[src/rtl/alu_issue_ctrl.sv]
// alu_issue_ctrl
//   Issue stage in front of the combinational 16-bit ALU. Commands are queued
//   in a small FIFO, launched one at a time into registered ALU operands, and
//   the ALU result is captured into an accumulator and returned with flags
//   over a valid/ready port.
//
// Ports
//   clk, rst                 clock, asynchronous active-high reset
//   cmd_valid/cmd_ready      command handshake (cmd_ready = FIFO not full)
//   cmd_op/a/b/use_acc       command payload
//   alu_a/alu_b/alu_sel      registered ALU drive
//   alu_result               combinational ALU output
//   out_valid/out_ready      result handshake
//   out_data + flags         result, zero, neg, carry/borrow, illegal opcode
//   acc                      accumulator
//   fifo_count               occupied FIFO entries
//
// state | meaning
// ------+---------------------------------------------------------
// IDLE  | nothing in flight, waiting for the FIFO to fill
// EXEC  | ALU driven from alu_a/alu_b/alu_sel for one cycle
// DONE  | result presented on out_*, held until out_ready

module alu_issue_ctrl #(
    parameter int WIDTH      = 16,
    parameter int FIFO_DEPTH = 4
) (
    input  logic                            clk,
    input  logic                            rst,
    input  logic                            cmd_valid,
    output logic                            cmd_ready,
    input  logic [3:0]                      cmd_op,
    input  logic [WIDTH-1:0]                cmd_a,
    input  logic [WIDTH-1:0]                cmd_b,
    input  logic                            cmd_use_acc,
    output logic [WIDTH-1:0]                alu_a,
    output logic [WIDTH-1:0]                alu_b,
    output logic [3:0]                      alu_sel,
    input  logic [WIDTH-1:0]                alu_result,
    output logic                            out_valid,
    input  logic                            out_ready,
    output logic [WIDTH-1:0]                out_data,
    output logic                            out_zero,
    output logic                            out_neg,
    output logic                            out_carry,
    output logic                            out_err,
    output logic [WIDTH-1:0]                acc,
    output logic [$clog2(FIFO_DEPTH):0]     fifo_count
);

    localparam int PW = $clog2(FIFO_DEPTH);
    localparam int CW = PW + 1;

    typedef enum logic [1:0] {IDLE, EXEC, DONE} state_t;

    state_t state, state_nxt;

    // ---------------- command FIFO ----------------
    logic [3:0]       f_op [FIFO_DEPTH];
    logic [WIDTH-1:0] f_a  [FIFO_DEPTH];
    logic [WIDTH-1:0] f_b  [FIFO_DEPTH];
    logic             f_ua [FIFO_DEPTH];
    logic [PW-1:0]    wr_ptr, rd_ptr;
    logic [CW-1:0]    count;
    logic             full, push, pop;

    assign full      = (count == CW'(FIFO_DEPTH));
    assign push      = cmd_valid && !full;
    assign pop       = (count != '0) &&
                       ((state == IDLE) || ((state == DONE) && out_ready));
    assign cmd_ready = !full;
    assign fifo_count = count;

    // Payload storage carries no reset; only pointers/count define validity.
    always_ff @(posedge clk) begin
        if (push) begin
            f_op[wr_ptr] <= cmd_op;
            f_a[wr_ptr]  <= cmd_a;
            f_b[wr_ptr]  <= cmd_b;
            f_ua[wr_ptr] <= cmd_use_acc;
        end
    end

    always_ff @(posedge clk or posedge rst) begin
        if (rst) begin
            wr_ptr <= '0;
            rd_ptr <= '0;
            count  <= '0;
        end else begin
            if (push) wr_ptr <= wr_ptr + PW'(1);
            if (pop)  rd_ptr <= rd_ptr + PW'(1);
            case ({push, pop})
                2'b10:   count <= count + CW'(1);
                2'b01:   count <= count - CW'(1);
                default: count <= count;
            endcase
        end
    end

    // ---------------- FSM ----------------
    always_ff @(posedge clk or posedge rst) begin
        if (rst) state <= IDLE;
        else     state <= state_nxt;
    end

    always_comb begin
        state_nxt = state;
        case (state)
            IDLE: if (count != '0) state_nxt = EXEC;
            EXEC: state_nxt = DONE;
            DONE: if (out_ready) state_nxt = (count != '0) ? EXEC : IDLE;
            default: state_nxt = IDLE;
        endcase
    end

    always_comb begin
        out_valid = (state == DONE);
    end

    // ---------------- issue registers ----------------
    // acc only changes on the EXEC->DONE edge, so sampling it at the pop edge
    // gives the same value the command would see during EXEC.
    logic [3:0] op_q;

    always_ff @(posedge clk or posedge rst) begin
        if (rst) begin
            alu_a   <= '0;
            alu_b   <= '0;
            alu_sel <= '0;
            op_q    <= '0;
        end else if (pop) begin
            alu_a   <= f_ua[rd_ptr] ? acc : f_a[rd_ptr];
            alu_b   <= f_b[rd_ptr];
            alu_sel <= (f_op[rd_ptr] <= 4'd7) ? f_op[rd_ptr] : 4'd0;
            op_q    <= f_op[rd_ptr];
        end
    end

    // ---------------- result capture ----------------
    logic [WIDTH:0]   sum;
    logic [WIDTH-1:0] res;
    logic             res_carry, res_err;

    assign sum = {1'b0, alu_a} + {1'b0, alu_b};

    always_comb begin
        res       = '0;
        res_carry = 1'b0;
        res_err   = 1'b0;
        case (op_q)
            4'd0: begin
                res       = alu_result;
                res_carry = (sum > (WIDTH+1)'({WIDTH{1'b1}}));
            end
            4'd1: begin
                res       = alu_result;
                res_carry = (alu_a < alu_b);
            end
            4'd2, 4'd3, 4'd4, 4'd5, 4'd6, 4'd7: res = alu_result;
            4'd8:    res = alu_b;
            4'd9:    res = '0;
            default: res_err = 1'b1;
        endcase
    end

    always_ff @(posedge clk or posedge rst) begin
        if (rst) begin
            out_data  <= '0;
            out_zero  <= 1'b0;
            out_neg   <= 1'b0;
            out_carry <= 1'b0;
            out_err   <= 1'b0;
            acc       <= '0;
        end else if (state == EXEC) begin
            out_data  <= res;
            out_zero  <= (res == '0);
            out_neg   <= res[WIDTH-1];
            out_carry <= res_carry;
            out_err   <= res_err;
            if (!res_err) acc <= res;
        end
    end

endmodule

[config.mk]
export PLATFORM = sky130hd
export DESIGN_NAME = alu_issue_ctrl
export DESIGN_NICKNAME = d
export VERILOG_FILES = /design/src/rtl/alu_issue_ctrl.sv
export SDC_FILE = /design/constraint.sdc
export NUM_CORES = 1
export LEC_CHECK = 0
export ABC_AREA = 1
export BUFFER_PORTS_ARGS = -buffer_cell sky130_fd_sc_hd__buf_2
export CAP_MARGIN = 20
export CORE_MARGIN = 10
export CORE_UTILIZATION = 55
export CTS_CLUSTER_SIZE = 20
export DETAILED_ROUTE_END_ITERATION = 12
export PLACE_DENSITY = 0.77
export RECOVER_POWER = 100
export SYNTH_ARGS = -nofsm -noshare
export SYNTH_HDL_FRONTEND = slang
export SYNTH_SLANG_ARGS = --single-unit
[constraint.sdc]
create_clock -name clk -period 8.6 [get_ports clk]
set_input_delay 0 -clock clk [delete_from_list [all_inputs] [get_ports clk]]
set_output_delay 0 -clock clk [all_outputs]
set_load 0.02 [all_outputs]
After elaboration in Yosys (flattened, before gate mapping)
Memories as Yosys holds them, arrays and structs flattened. A register that Yosys moved wholly into a read port is not among the register bits.
Index checks and enable logic that the tools add are counted.
W data, S select, Z words.

storage, ports and cells
  output and inout bits = 77
  memories kept = 4
  RAM bits = 148
  register bits after elaboration = 69

operators by class
  $add $sub $neg = 5
  mux-type cells = 12
  reductions and logical operators = 14
  $lt $le $gt $ge = 3
  equal/unequal tests = 16

memory list
  name  depth  bits a word  read ports  clocked after Yosys merged registers in  wr ports  line  text
  f_a   4      16           1           0                                        1         60    logic [WIDTH-1:0] f_a [FIFO_DEPTH];
  f_b   4      16           1           1                                        1         61    logic [WIDTH-1:0] f_b [FIFO_DEPTH];
  f_op  4      4            1           0                                        1         59    logic [3:0] f_op [FIFO_DEPTH];
  f_ua  4      1            1           0                                        1         62    logic f_ua [FIFO_DEPTH];

operators by type and width
  operator                number
  $pmux W16 S2            1
  $add A16 B16 Y17        1
  $gt A17 B16 Y1 const B  1
  $eq A4 B3 Y1 const B    4
  $logic_not A16 Y1       1
  $lt A16 B16 Y1          1
  $mux W16                1
  $reduce_or A10 Y1       1
  $eq A4 B2 Y1 const B    2
  $eq A4 B4 Y1 const B    2
  $reduce_or A8 Y1        1
  $pmux W2 S3             1
  $pmux W3 S2             1
  $add A2 B1 Y2 const B   2
  $eq A2 B1 Y1 const B    2
  $eq A2 B2 Y1 const B    2
  $eq A4 B1 Y1 const B    1
  $le A4 B3 Y1 const B    1
  $logic_not A4 Y1        1
  $mux W1                 4
  $mux W2                 2
  $mux W4                 1
  $ne A2 B1 Y1 const B    2
  $reduce_and A2 Y1       2
  other kinds (10)        12

Logic depth before layout (Yosys ltp)
  word-level depth = 6
  gate-level depth with buffers = 14

Worst setup path after synthesis
OpenSTA, ideal clock, no wires.

  path kind = reg-to-reg
  from = register count[0] (netlist: fifo_count[0])
  to = memory f_a[0][0] (enable)
  required time = 8.169 ns
  library setup time = 0.431 ns
  setup slack = 5.526 ns
  arrival time = 2.643 ns
  stages on the path, launching flop included = 5
  period minus slack after synthesis = 3.074 ns
  cells stage by stage = dfrtp_1 > inv_1 > nand3_1 > nand2_1 > nor2_1

on the way
  word-level cells in the longest chain between the ends = 5

RTL lines
  element                        line  text
  from (decl)                    64    logic [CW-1:0] count;
  from (signal assigned)         93    2'b10: count <= count + CW'(1);
  from (signal assigned)         94    2'b01: count <= count - CW'(1);
  from (signal assigned)         95    default: count <= count;
  $eq A3 B3 Y1                   67    assign full = (count == CW'(FIFO_DEPTH));
  $logic_not A1 Y1               --
  named net cmd_ready            31    output logic cmd_ready,
  $logic_and A1 B1 Y1            68    assign push = cmd_valid && !full;
  $mux W1                        76    if (push) begin
  $mux W1 (implied by the code)  78    f_a[wr_ptr] <= cmd_a;
  to (decl)                      60

The timed path passes the listed nets, and every way through them passes these cells.

==> impl_metrics.ini <==
[status]
status = finished with violations
failed_checks = capacitance limit, slew limit

[pwr]
power.switching_mw = 1.977
p_int_mw = 2.677
total_power_mw = 4.654
power_switching_share_pct = 42.48
sequentialPowerShare_pct = 37.9
irDropWorstVdd_uv = 216.0
p_leak_nw = 4.874
power_frac_clock_pct = 21.7
combPwrFrac_pct = 40.4
powerDensity_nw_per_um2 = 391.3

[timing]
fmax_mhz = 232.5
finalCritPeriodShare_pct = 50.00
maxSlewHeadroom_pct = -102.2
final_max_slew_viol_count = 271
period_needed_ns = 4.300
worst_slew_pin_slew_ns = 3.033
rsz0062_at_grt = false
setup_tns_ns = 0
hold_viol = 0
skew_ns = 0.008388
finalSetupViolCount = 0
whs_ns = 0.1448

[critical_path]
crit_cells = 5
crit_path_start_kind = input pin
required_ns = 8.31
worstReg2RegStart = state[1]$_DFFE_PP0P_
max_stage_delay_ns = 2.22
crit_path_top_delay_cell = clkbuf_1
rr_endpoint = rd_ptr[1]$_DFFE_PP0P_
critical_path.startpoint = rst
worstSetupEndpointType = asynchronous set/reset pin
crit_arrival_ns = 4.01
cp_num_buf_inv = 5
cp_common_cell = clkbuf_1
r2r_slack_ns = 4.39
crit_chain = dlygate4sd3_1, clkbuf_1, clkinvlp_2, clkbuf_1, clkbuf_1
critPathCapture = rd_ptr[0]$_DFFE_PP0P_
cp_top_family = buffers and inverters
r2r.worst_path.cells = 7
cp_max_fo = 56
critical_path_class = input pin to asynchronous set/reset pin

[global_route]
antenna_found_initial = 0
grt_usage_pct = 20.58
first_global_vias = 7181
grt_max_degree = 85
grt_pass1_wl_um = 39610
gr-total-overflow = 0

[place]
dp_hpwl_um = 16310
placed_area_um2 = 10770
routabilityCongestion = 0.8570
port_buffers = 133

[clock_network]
numCtsBuffers = 25
cts_tree = yes
cts-root-buf = clkbuf_16
cts.reportedPaths.clkPinSlew_ns = 0.06
clock_sinks = 232
htreeDepth = 1
cts.path.max_buffers = 3
clk-insertion-delay-late_ns = 0.51

[route]
drt_iter0_drc = 551
drtPass1Iterations = 5
ant_nets = 0
via_per_inst = 5.367
wire_per_inst_um = 18.53
totalWireLength_um = 25000
vias = 7240
drcViolationCount = 0

[logic_synthesis]
synthTopCellsByArea = edfxtp_1, dfrtp_1, o21ai_0, nand2_1, nor2_1
synth.avg_cell_area_um2 = 10.86
syn_inst = 916
yosys_warnings = 0
synth-main-ff-cell = edfxtp_1
synthesis.nets = 1011
synth-edff-count = 148
yosysTopAreaCell = edfxtp_1
netlist_area_um2 = 9943
synth_top_area_share_pct = 44.70
ys_types = 30
yosys_register_bits = 232
seq_area_frac_synth_pct = 65.84
async_flop_share_pct = 36.21

[layout]
drive_above_1_share_pct = 6.071
fillers = 1393
layout.nets = 1197
n_antenna_cell = 0
utilization_pct = 66.45
area_delta_synth_final_pct = 19.63
final_area_um2 = 11900

[floorplanning]
io_pins = 134
die_x_um = 154.5
initial_core_util_pct = 55.54
core_area_um2 = 17900
fp-row-count = 49
fp.dieArea_um2 = 23860
die_h_um = 154.5

[run]
drv_cap = 6

[min_path]
min_path_type = input pin to flip-flop
cells in the final DEF, fill, tap and decap left out, types with 5 or more instances in the layout:
cell type      netlist  layout
a21oi_1             15      16
buf_2               23      18
clkbuf_1             6     131
clkbuf_16            0      25
clkinv_1             1       6
dfrtp_1             84      83
dlygate4sd3_1        0      55
edfxtp_1           148     148
ha_1                36      36
inv_1               88      88
nand2_1            156     157
nand3_1              9       9
nor2_1             121     118
nor2_4               2       5
o21ai_0            123     143
o21ai_1             26       6
o22ai_1             45      45
final cells by class:
| cell class | instances | area (µm²) | share of cell area [%] |
|---|---|---|---|
| clock inverter | 11 | 103.9 | 0.8730 |
| timing repair buffer | 199 | 1129 | 9.488 |
| clock buffer | 34 | 659.4 | 5.543 |
| sequential | 232 | 6548 | 55.04 |
| inverter | 96 | 362.8 | 3.050 |
| multi-input combinational | 548 | 2806 | 23.59 |
| tap | 229 | 286.5 | 2.409 |
worst reg2reg max path: cells and delay by family (launching register included):
kind / cells / cell delay, ns
compound gates: 1 / 0.21
flops: 1 / 0.39
simple gates: 2 / 0.50
xor+xnor: 1 / 0.17
buf+inv: 3 / 2.86
power by group through the flow:
stage / clock network (mW) / logic [mW] / registers (mW)
global route: 1.07 / 2.12 / 1.80
CTS: 1.02 / 1.96 / 1.75
global placement: 0 / 1.87 / 1.76
floorplan: 0 / 1.16 / 1.91
detailed placement: 0 / 1.92 / 1.77
finish: 1.01 / 1.88 / 1.77
metrics by stage:
step / instances / setup WS [ns]
after global routing: 1349 / 3.431
after global placement: 1248 / 5.812
after CTS: 1348 / 5.698
after detailed placement: 1248 / 5.709
after floorplan: 916 / 5.526
final: 1349 / 4.300
kinds of logic after synthesis:
family                     Yosys count  share of synthesized area (%)
DFF                                232                          65.84
buffers and inverters              136                          6.002
xor gates and xnor gates             4                         0.3524
AOI/OAI and AO/OA                  211                          11.25
adders and majority gates           38                          4.933
and+or+nand+nor                    295                          11.63
sequential cells by signal, indices dropped and copies added (netlist names):
name,cells
acc,16
alu_sel,4
f_op,16
f_a,64
fifo_count,3
out_zero,1
alu_b,16
f_b,64
rd_ptr,2
out_carry,1
out_data,16
alu_a,16
out_err,1
f_ua,4
op_q,4
wr_ptr,2
state,2
Yosys cell counts, types with 3 or more instances:
library cell,n
o21ai_1,26
a21oi_1,15
clkbuf_1,6
inv_2,6
ha_1,36
edfxtp_1,148
o22ai_1,45
dfrtp_1,84
nor3_1,3
buf_2,23
inv_1,88
nor2_1,121
nand2_1,156
nand3_1,9
buf_6,5
buf_4,4
o21ai_0,123
routing by layer:
layer | GRT usage (%) | up-vias | wire length [µm]
li1 | - | 3459 | -
met1 | 27.41 | 3459 | 10520
met5 | 0 | - | 0
met4 | 5.803 | 0 | 556
met2 | 33.70 | 273 | 11870
met3 | 3.910 | 49 | 2048
how the worst min path moves through the flow:
| stage | startpoint | end | depth (start not counted) |
|---|---|---|---|
| final | cmd_valid | wr_ptr[1]$_DFFE_PP0P_ | 4 |
| after global routing | cmd_valid | wr_ptr[0]$_DFFE_PP0P_ | 3 |
| after CTS | cmd_valid | wr_ptr[0]$_DFFE_PP0P_ | 3 |
| after detailed placement | cmd_b[13] | f_b[0][13]$_DFFE_PP_ | 1 |
| after global placement | cmd_op[2] | f_op[1][2]$_DFFE_PP_ | 1 |
| after floorplan | cmd_a[0] | f_a[0][0]$_DFFE_PP_ | 0 |
timing repair:
action,in CTS,in global routing
endpoints found under the hold margin,267,0
setup buffers,0,0
hold buffers,55,0
gates resized for setup,0,0
Power figures use the tool's default switching activity.
